**src/rtl/hd_kernel_scheduler_pkg.sv**
```systemverilog
// Shared types and defaults for the hd kernel scheduler slice.
// Holds the FSM state encoding, default widths and the id-width helper.
package hd_kernel_scheduler_pkg;

  localparam int DEF_NUM_REQ = 4;
  localparam int DEF_DATA_W  = 32;
  localparam int DEF_RES_W   = 16;

  typedef logic [1:0] state_t;

  localparam state_t ST_IDLE = 2'd0;
  localparam state_t ST_EXEC = 2'd1;
  localparam state_t ST_RESP = 2'd2;

  // Requester index width; never narrower than one bit.
  function automatic int id_width(input int n);
    return (n > 1) ? $clog2(n) : 1;
  endfunction

endpackage

```
**src/rtl/hd_kernel_scheduler_arb.sv**
```systemverilog
// Rotating-priority arbiter: one-hot grant to the first requester at or above ptr, with wrap.
module hd_rr_arbiter
  import hd_kernel_scheduler_pkg::*;
#(
  parameter  int NUM_REQ = DEF_NUM_REQ,
  localparam int ID_W    = id_width(NUM_REQ)
) (
  input  logic [NUM_REQ-1:0] req,
  input  logic [ID_W-1:0]    ptr,
  output logic [NUM_REQ-1:0] grant,
  output logic [ID_W-1:0]    grant_idx,
  output logic               grant_any
);

  int idx;

  always_comb begin
    grant     = '0;
    grant_idx = '0;
    grant_any = 1'b0;
    idx       = 0;
    for (int off = 0; off < NUM_REQ; off++) begin
      idx = int'(ptr) + off;
      if (idx >= NUM_REQ) begin
        idx = idx - NUM_REQ;
      end
      if (!grant_any && req[idx]) begin
        grant_any  = 1'b1;
        grant[idx] = 1'b1;
        grant_idx  = ID_W'(idx);
      end
    end
  end

endmodule

```
**src/rtl/hd_kernel_scheduler.sv**
```systemverilog
// Arbitrates requesters onto one shared combinational kernel, holds the operand for
// KERNEL_LAT cycles, captures the result and returns it tagged with the requester id.
module hd_kernel_scheduler
  import hd_kernel_scheduler_pkg::*;
#(
  parameter  int NUM_REQ    = DEF_NUM_REQ,
  parameter  int DATA_W     = DEF_DATA_W,
  parameter  int RES_W      = DEF_RES_W,
  parameter  int KERNEL_LAT = 1,
  parameter  int CNT_W      = 16,
  localparam int ID_W       = id_width(NUM_REQ)
) (
  input  logic                      clk,
  input  logic                      rst_n,
  input  logic [NUM_REQ-1:0]        req_valid,
  output logic [NUM_REQ-1:0]        req_ready,
  input  logic [NUM_REQ*DATA_W-1:0] req_data,
  output logic [DATA_W-1:0]         k_operand,
  output logic                      k_active,
  input  logic [RES_W-1:0]          k_result,
  output logic                      rsp_valid,
  input  logic                      rsp_ready,
  output logic [RES_W-1:0]          rsp_data,
  output logic [ID_W-1:0]           rsp_id,
  output logic                      busy,
  output logic [CNT_W-1:0]          done_cnt
);

  localparam int LAT_W = (KERNEL_LAT > 1) ? $clog2(KERNEL_LAT) : 1;

  state_t            state_q,  state_d;
  logic [ID_W-1:0]   rr_ptr_q, rr_ptr_d;
  logic [ID_W-1:0]   id_q,     id_d;
  logic [DATA_W-1:0] op_q,     op_d;
  logic [RES_W-1:0]  res_q,    res_d;
  logic [LAT_W-1:0]  lat_q,    lat_d;
  logic [CNT_W-1:0]  done_q,   done_d;

  logic [NUM_REQ-1:0] grant;
  logic [ID_W-1:0]    grant_idx;
  logic               grant_any;

  hd_rr_arbiter #(
    .NUM_REQ (NUM_REQ)
  ) u_arb (
    .req       (req_valid),
    .ptr       (rr_ptr_q),
    .grant     (grant),
    .grant_idx (grant_idx),
    .grant_any (grant_any)
  );

  always_comb begin
    state_d  = state_q;
    rr_ptr_d = rr_ptr_q;
    id_d     = id_q;
    op_d     = op_q;
    res_d    = res_q;
    lat_d    = lat_q;
    done_d   = done_q;
    case (state_q)
      ST_IDLE: begin
        if (grant_any) begin
          op_d     = req_data[grant_idx*DATA_W +: DATA_W];
          id_d     = grant_idx;
          rr_ptr_d = (grant_idx == ID_W'(NUM_REQ - 1)) ? '0 : grant_idx + 1'b1;
          lat_d    = LAT_W'(KERNEL_LAT - 1);
          state_d  = ST_EXEC;
        end
      end
      ST_EXEC: begin
        if (lat_q == '0) begin
          res_d   = k_result;
          state_d = ST_RESP;
        end else begin
          lat_d = lat_q - 1'b1;
        end
      end
      ST_RESP: begin
        if (rsp_ready) begin
          done_d  = done_q + 1'b1;
          state_d = ST_IDLE;
        end
      end
      default: begin
        state_d = ST_IDLE;
      end
    endcase
  end

  always_ff @(posedge clk or negedge rst_n) begin
    if (!rst_n) begin
      state_q  <= ST_IDLE;
      rr_ptr_q <= '0;
      id_q     <= '0;
      op_q     <= '0;
      res_q    <= '0;
      lat_q    <= '0;
      done_q   <= '0;
    end else begin
      state_q  <= state_d;
      rr_ptr_q <= rr_ptr_d;
      id_q     <= id_d;
      op_q     <= op_d;
      res_q    <= res_d;
      lat_q    <= lat_d;
      done_q   <= done_d;
    end
  end

  // The grant is combinational, so it is masked by rst_n to keep every output at 0 during reset.
  assign req_ready = (state_q == ST_IDLE && rst_n) ? grant : '0;
  assign k_operand = op_q;
  assign k_active  = (state_q == ST_EXEC);
  assign rsp_valid = (state_q == ST_RESP);
  assign rsp_data  = res_q;
  assign rsp_id    = id_q;
  assign busy      = (state_q != ST_IDLE);
  assign done_cnt  = done_q;

endmodule

```
**config.mk**
```make
export PLATFORM = sky130hd
export DESIGN_NAME = hd_kernel_scheduler
export DESIGN_NICKNAME = d
export VERILOG_FILES = /design/src/rtl/hd_kernel_scheduler_pkg.sv /design/src/rtl/hd_kernel_scheduler_arb.sv /design/src/rtl/hd_kernel_scheduler.sv
export SDC_FILE = /design/constraint.sdc
export NUM_CORES = 1
export LEC_CHECK = 0
export ABC_AREA = 1
export ABC_CLOCK_PERIOD_IN_PS = 2800
export CELL_PAD_IN_SITES_DETAIL_PLACEMENT = 2
export CELL_PAD_IN_SITES_GLOBAL_PLACEMENT = 2
export CORE_MARGIN = 2
export CORE_UTILIZATION = 21
export CTS_CLUSTER_SIZE = 30
export DETAILED_ROUTE_END_ITERATION = 10
export MAX_ROUTING_LAYER = met4
export PLACE_DENSITY_LB_ADDON = 0.1
export SKIP_CTS_REPAIR_TIMING = 1
export SLEW_MARGIN = 0
export SYNTH_ARGS = -nofsm -noshare
export SYNTH_HDL_FRONTEND = slang
export SYNTH_SLANG_ARGS = --single-unit
export TNS_END_PERCENT = 30
```
**constraint.sdc**
```tcl
create_clock -name clk -period 2.8 [get_ports clk]
set_input_delay 0.28 -clock clk [delete_from_list [all_inputs] [get_ports clk]]
set_output_delay 0.28 -clock clk [all_outputs]
set_load 0.02 [all_outputs]
```
## Word level (Yosys, flattened, before mapping)

Index checks and enable logic that the tools add are counted.
W data, S select, Z words.

- Bits of input ports: 151
- Bits in registers: 71

- Add/subtract/negate cells: 10
- Muxes and demuxes: 45
- Bitwise logic cells: 4
- $lt $le $gt $ge: 12
- Equality and inequality tests: 6
- Shift operators: 1
- Reductions and logical operators: 19

Operators with widths:

| kind | count |
|---|---|
| $ge A32 B1 Y1 const B | 4 |
| $lt A32 B4 Y1 const B | 4 |
| $mux W32 | 4 |
| $shiftx A128 B8 Y32 | 1 |
| $ge A32 B4 Y1 const B | 3 |
| $sub A32 B4 Y32 const B | 3 |
| $mux W4 | 5 |
| $mux W1 | 18 |
| $add A16 B1 Y16 const B | 1 |
| $mux W2 | 8 |
| $or A4 B4 Y4 | 3 |
| $bmux W1 S2 | 4 |
| $demux W1 S2 | 4 |
| $logic_and A1 B1 Y1 | 8 |
| $reduce_and A2 Y1 | 4 |
| $add A2 B2 Y3 const B | 2 |
| $pmux W2 S3 | 1 |
| $eq A2 B2 Y1 const B | 2 |
| $ne A2 B2 Y1 const B | 2 |
| $reduce_bool A2 Y1 | 2 |
| $sub A2 B3 Y4 const B | 1 |
| $add A2 B1 Y3 const B | 1 |
| $ge A2 B3 Y1 const B | 1 |
| $logic_not A1 Y1 | 3 |
| 8 further kinds | 8 |

## Depth between registers and ports, before layout

Gate-level depths: netlist of run 1.

- Depth in word-level cells: 17
- Mapped depth: 16

## By module

From an unflattened synthesis of run 1, not the netlist that was laid out.

- Cell total of the unflattened synthesis: 578
- Area total of the unflattened synthesis: 4349.2 µm²

Modules (own cells, without submodules):

| module | cells an instance | area an instance (µm²) | times used |
|---|---|---|---|
| hd_kernel_scheduler | 501 | 3888.7 | 1 |
| hd_rr_arbiter | 77 | 460.4 | 1 |

## Worst setup path after synthesis of run 1

No wires, ideal clock.

- Path type: register to register
- Start: register rr_ptr_q[0]
- End: register op_q[0] (netlist: k_operand[0])
- Setup slack: 0.642 ns
- Cell stages (with the launch flop): 17
- Arrival: 2.041 ns
- Data required time: 2.683 ns
- Cell sequence: dfrtp_1 inv_2 buf_4 ha_1 inv_1 nand3_1 nand2_1 a21oi_1 nand2_1 nand2_1 buf_6 buf_4 nand3_1 nand3_1 nand2_1 nand2_1 nand2_1

- Word-level cells in the longest chain between the ends: 16
- Elaborated cells on any way between the ends: 43
- Classes of those cells: 7 x add/sub; 4 x order compare; 1 x shift; 24 x mux; 7 x reduce/logical

Ends and longest elaborated chain:

| what | RTL line | text |
|---|---|---|
| from (decl) | hd_kernel_scheduler.sv:32 | `logic [ID_W-1:0] rr_ptr_q, rr_ptr_d;` |
| from (signal assigned) | hd_kernel_scheduler.sv:102 | `rr_ptr_q <= rr_ptr_d;` |
| branches (longest 16 deep; another with $sub A32 B4 Y32) | - |  |
| to (signal assigned) | hd_kernel_scheduler.sv:104 | `op_q <= op_d;` |
| to (decl) | hd_kernel_scheduler.sv:34 | `logic [DATA_W-1:0] op_q, op_d;` |

Parallel ways; which one is timed is not known. The select of a mux whose other input is x is not followed.
A chain may end at the register's enable or synchronous reset.

## Worst setup path after layout of run 1

- Start: register rr_ptr_q[1]
- End: output req_ready[0]

- Word-level cells in the longest chain between the ends: 16
- Elaborated cells on any way between the ends: 64
- Classes of those cells: 7 x add/sub; 12 x order compare; 32 x mux; 3 x bitwise; 10 x reduce/logical

Ends and longest elaborated chain:

| what | RTL line | text |
|---|---|---|
| branches (longest 14 deep; another with $sub A32 B4 Y32) | - |  |
| $mux W4 (*) | hd_kernel_scheduler_arb.sv:27 | `if (!grant_any && req[idx]) begin` |
| $mux W4 (*) | hd_kernel_scheduler.sv:112 | `assign req_ready = (state_q == ST_IDLE && rst_n) ? grant : '0;` |
| to (decl) | hd_kernel_scheduler.sv:16 | `output logic [NUM_REQ-1:0] req_ready,` |

Mark *: on every way between the ends. The select of a mux whose other input is x is not followed.

==> results of run 1 <==
where the power goes:
| part | switching, uW | total, uW | internal (uW) |
|---|---|---|---|
| logic | 4630 | 7410 | 2780 |
| clock network | 499 | 1290 | 789 |
| registers | 253 | 1730 | 1470 |
| total | 5380 | 10400 | 5040 |
area by class of cell:
class / instances / share of cell area
Multi-Input combinational cell: 503 / 0.297
Antenna cell: 1 / 0.000320
Tap cell: 313 / 0.0500
Clock inverter: 6 / 0.0120
Inverter: 159 / 0.0763
Timing Repair Buffer: 243 / 0.311
Clock buffer: 10 / 0.0293
Sequential cell: 70 / 0.224
metal layers:
layer	wire, um	up-vias	track usage	share of wire
met1	8850	2665	0.211	0.43
li1	-	2747	-	-
met3	1050	17	0.0396	0.051
met2	10300	130	0.303	0.50
met4	293	0	0.0415	0.014
met5	0	-	-	0
logic make-up (layout without fill, tap and decap cells):
logic type,after synthesis,in the layout,synth area share
and+or+nand+nor,462,462,0.408
buffers and inverters,197,418,0.171
DFF,70,70,0.357
AOI/OAI and AO/OA,21,21,0.0242
xor gates and xnor gates,14,14,0.0250
adders and majority gates,6,6,0.0153
other,0,1,0
worst paths after layout:
check | from | cells past startpoint | slack (ps) | endpoint
worst min register to register | done_cnt[15] | 1 | 470 | done_cnt[15]
worst max-delay path | rr_ptr_q[1] | 13 | 210 | req_ready[0]
max in group asynchronous | rst_n | 3 | 1390 | rsp_data[9]
worst min-delay path | rst_n | 2 | 370 | k_operand[30]
worst max register to register | rr_ptr_q[1] | 14 | 400 | k_operand[30]
min in group clk | done_cnt[15] | 1 | 470 | done_cnt[15]
sequential cells by signal, indices dropped and copies added, names as in the netlist:
name       count
state_q        2
k_operand     32
done_cnt      16
rsp_id         2
rsp_data      16
rr_ptr_q       2
cells in the final DEF, fill, tap and decap left out, types with 2 or more instances in the layout:
cell,n
a21oi_1,5
a22oi_1,2
buf_12,4
buf_4,16
bufinv_16,2
clkbuf_16,9
clkdlybuf4s50_1,218
clkinv_1,2
dfrtp_1,70
dlymetal6s2s_1,3
ha_1,5
inv_1,153
inv_2,4
inv_6,2
nand2_1,288
nand2_2,6
nand3_1,141
nand3_2,4
nor2_1,13
nor3_1,4
o21ai_0,8
o22ai_1,2
xnor2_1,7
xor2_1,7
per-stage QoR:
step / hold WS (ps) / area, um2
after floorplan: -15.6 / 4910
after global placement: 186 / 7490
after detailed placement: 188 / 7490
after CTS: -186 / 7810
after global routing: 404 / 7820
final: 368 / 7830
==> results.md, run 1 <==
* Outcome: finished, final reports clean
* I/O pins at 224
* Final count of hold timing violations at 0
* # fillers at roughly 2700
* CTS Buffer Depth at 2
* Yosys reg bits at 70
* Synth Warn # at 0
* Wirelength per Cell at 15.7 um
* Setup TNS Final at 0 ps
* CTS tree: done
* Family with the most delay on the worst path: simple AND/OR/NAND/NOR gates
* Initial antenna violation count at 0
* Share of layout cells above drive strength 1 at 0.0565
* Async SR Flop Fraction at 1.00
* Mapped Area at 4910 um2
* Vias in the first global route at about 6000
* Setup ws final at 206 ps
* Gp weighted congestion at about 0.78
* # port buffers at about 220
* Post-synth top cells: nand2_1, inv_1, nand3_1
* Dpl ws at 117 ps
* DP HPWL at 15.4 mm
* Synthesis-to-layout area growth at 59.3%
* Crit path required time at 2520 ps
* Synth Flop Type: dfrtp_1
* Clk Tree Root Cell: clkbuf_16
* Initial Utilization at 0.216
* Num CTS Buffers at 9
* Die footprint at 24600 um2
* Routed Antenna Nets at 0
* Unrepaired setup endpoints after global routing: no
* Top post-synthesis cells by area: dfrtp_1, nand2_1, nand3_1, inv_1, buf_4
* Final WL at just over 20 mm
* Crit Path Max Fanout at 5
* CP arrival at approximately 2300 ps
* Worst-path clk slew at about 60 ps
* P per Cell Area at about 1300 nW/um2
* H-tree Lvls at 3
* First-pass GRT wire length at 32.7 mm
* Max Cap Viol at 0
* Post-synth EDFFs at 0
* Yosys top cell by area: dfrtp_1
* Lkg Pwr at 0.00417 uW
* Slew margin rel. at 0.497
* CP bufs+invs at 4
* Peak supply drop at 0.796 mV
* Die X at 157 um
* Layout Cells excl Fill at between 1000 and 1500
* DR iter-0 viols at approximately 150
* Die Y-Extent at 157 um
* Final Max Tran Viols at 0
* DRC violations left at 0
* Core Area at 22800 um2
* Routed vias/inst at 4.26
* Placed cell count at 1287
* Yosys cell types at 31
* Skew final at 5.29 ps
* CP max stage delay at 380 ps
* # rows at 55
* Measured slew at the worst slew-check pin at 754 ps
* Fmax at slightly below 400 MHz
* Seq/Total Area, Yosys at 0.357
* GRT Residual Overflow at 0
* Critical Path Start Type: flop
* Setup-failing EPs final at 0
* Yosys top cell area share at 0.357
* Total GRT Usage at 0.177
* Syn nets at approximately 930
* Final min period at 2590 ps
* Clock Sinks at 70
* Via count at 5559
* FF/Latch Area at 1750 um2
* Worst-Skew Late Latency at between 300 and 400 ps
* Cells along the critical path: inv_1 -> ha_2 -> inv_1 -> nand3_1 -> nand2_1 -> nor2_4 -> nand2_1 -> o22ai_1 -> a21oi_1 -> o21ai_0 -> nand2_1 -> inv_1 -> dlymetal6s2s_1
* Syn Inst Count at 770
* Crit path capture type: output pin
* Overall power at around 10000 uW
* Crit path max-delay cell type: ha_2
* Post-Syn Area per Cell at roughly 6.4 um2
* Final period util at 0.926
* DRT Pass-1 Iters at 4
* Largest net degree at the start of global routing at 58
* Multi-input gate area at about 2300 um2
* Type of the worst setup path: flop to output pin
* Hold WC Path Type: primary input to asynchronous set/reset pin
* Final #Nets at about 1100
* Final core utilization at 0.344
* Count leader, synth: nand2_1
No activity file was read; power rests on OpenSTA's default activity.
==> run 2, diff against run 1 <==
--- a/config.mk
+++ b/config.mk
@@ -9,6 +9,7 @@
 export ABC_CLOCK_PERIOD_IN_PS = 2800
 export CELL_PAD_IN_SITES_DETAIL_PLACEMENT = 2
 export CELL_PAD_IN_SITES_GLOBAL_PLACEMENT = 2
+export CORE_ASPECT_RATIO = 0.7
 export CORE_MARGIN = 2
 export CORE_UTILIZATION = 21
 export CTS_CLUSTER_SIZE = 30
==> run 2 against run 1 <==
Net effect: clock-buffer cell count is the same; flip-flop and latch count unchanged; hold slack worse by 180 ps; critical path depth is the same; cell count is 0.23% lower; largest cell class unchanged; highest routed layer unchanged.
==> results.md, run 2 (synthesis gave the netlist of run 1 again) <==
* Final core utilization at 0.344
* Largest net degree at the start of global routing at 71
* CP max stage delay at 380 ps
* Max Cap Viol at 0
* DRC violations left at 0
* Fmax at 387 MHz
* Skew final at 5.99 ps
* Routed Antenna Nets at 0
* Die Y-Extent at 132 um
* DP HPWL at 15.7 mm
* DRT Pass-1 Iters at 4
* Final count of hold timing violations at 0
* Routed vias/inst at about 4.2
* CTS tree: done
* Family with the most delay on the worst path: simple AND/OR/NAND/NOR gates
* Peak supply drop at between 0.6 and 0.7 mV
* CP bufs+invs at 4
* P per Cell Area at approximately 1300 nW/um2
* Most frequent cells in the layout: nand2_1, clkdlybuf4s50_1, inv_1
* Clock Sinks at 70
* Crit path max-delay cell type: ha_2
* Lkg Pwr at 0.00418 uW
* Commonest non-fill, non-tap cell in the layout: nand2_1
* Hold WC Path Type: primary input to asynchronous set/reset pin
* Critical Path Start Type: flop
* Vias in the first global route at around 5900
* Die footprint at 24700 um2
* H-tree Lvls at 3
* Overall power at 10500 uW
* Core Area at 22800 um2
* Setup-failing EPs final at 0
* Cells along the critical path: inv_1 -> ha_2 -> inv_1 -> nand3_1 -> nand2_1 -> nor2_4 -> nand2_1 -> o22ai_1 -> a21oi_1 -> o21ai_0 -> nand2_1 -> inv_1 -> dlymetal6s2s_1
* Num CTS Buffers at 9
* # port buffers at approximately 220
* Worst-path clk slew at 60 ps
* Initial antenna violation count at 1
* Crit Path Max Fanout at 5
* Total GRT Usage at 0.175
* CTS Buffer Depth at 2
* CP arrival at 2300 ps
* Final WL at slightly above 20 mm
* Via count at around 5500
* Gp weighted congestion at around 0.78
* Slew margin rel. at 0.358
* First-pass GRT wire length at between 30 and 40 mm
* Unrepaired setup endpoints after global routing: no
* Final Max Tran Viols at 0
* I/O pins at approximately 220
* DR iter-0 viols at 196
* Number of flip-flops under the largest register name at 32
* Crit path capture type: output pin
* Initial Utilization at 0.216
* Outcome: finished, final reports clean
* Final min period at 2580 ps
* Placed cell count at 1285
* Final period util at 0.922
* Setup TNS Final at 0 ps
* Worst-Skew Late Latency at 340 ps
* # fillers at 2740
* GRT Residual Overflow at 0
* Crit path required time at 2520 ps
* Clk Tree Root Cell: clkbuf_16
* # rows at 46
* Type of the worst setup path: flop to output pin
* Final #Nets at ~1100
* Share of layout cells above drive strength 1 at 0.0576
* Wirelength per Cell at 15.7 um
* Measured slew at the worst slew-check pin at 963 ps
* Die X at 187 um
* Synthesis-to-layout area growth at 59.8%
* Layout Cells excl Fill at 1302
run 2: worst reg2reg max path, cell delays in order, from the launching register on:
cell	delay [ps]
dfrtp_1	340
inv_1	60
ha_2	380
inv_1	80
nand3_1	90
nand2_1	110
nor2_4	150
nand3b_4	240
nand3_2	220
buf_12	210
nand2_1	90
nand3_1	100
nand2_1	60
nand2_1	70
nand2_1	50
run 2: area by class of cell:
type                    instances  area (um2)  share of cell area
diodes                          1        2.50            0.000319
clock buffers                  10         239              0.0304
clock inverters                 6        85.1              0.0108
inverters                     159         597              0.0760
multi-input cells             503        2330               0.297
flip-flops and latches         70        1750               0.223
well taps                     312         390              0.0497
repair buffers                241        2450               0.313
run 2: metal layers:
metal,GRT usage,share of wire,up-vias
met5,-,0,-
met4,0.0291,0.0069,0
met3,0.0508,0.062,9
met2,0.263,0.43,126
met1,0.235,0.50,2604
li1,-,-,2740
run 2: stage by stage:
step           setup WS (ps)  hold WS [ps]  instance area, um2
6_report                 219           187                7850
5_1_grt                 13.4           281                7850
4_1_cts                 -227           232                7840
3_5_place_dp             121           468                7510
3_3_place_gp             160           454                7510
2_1_floorplan            642         -15.6                4910
run 2: report_power, final:
part	total, uW	leakage, uW	internal (uW)	switching [uW]
clock network	1250	0.000154	801	453
logic	7530	0.00315	2880	4650
registers	1740	0.000873	1480	261
run 2: worst paths after layout:
check	cells past startpoint	to	slack [ps]	startpoint
setup / recovery	13	req_ready[0]	220	rr_ptr_q[1]
hold / removal	2	rsp_data[2]	190	rst_n
setup reg to reg	14	k_operand[30]	430	rr_ptr_q[1]
hold reg to reg	2	rsp_data[2]	470	rsp_data[2]
max in group asynchronous	2	k_operand[9]	1980	rst_n
min in group clk	2	rsp_data[2]	470	rsp_data[2]
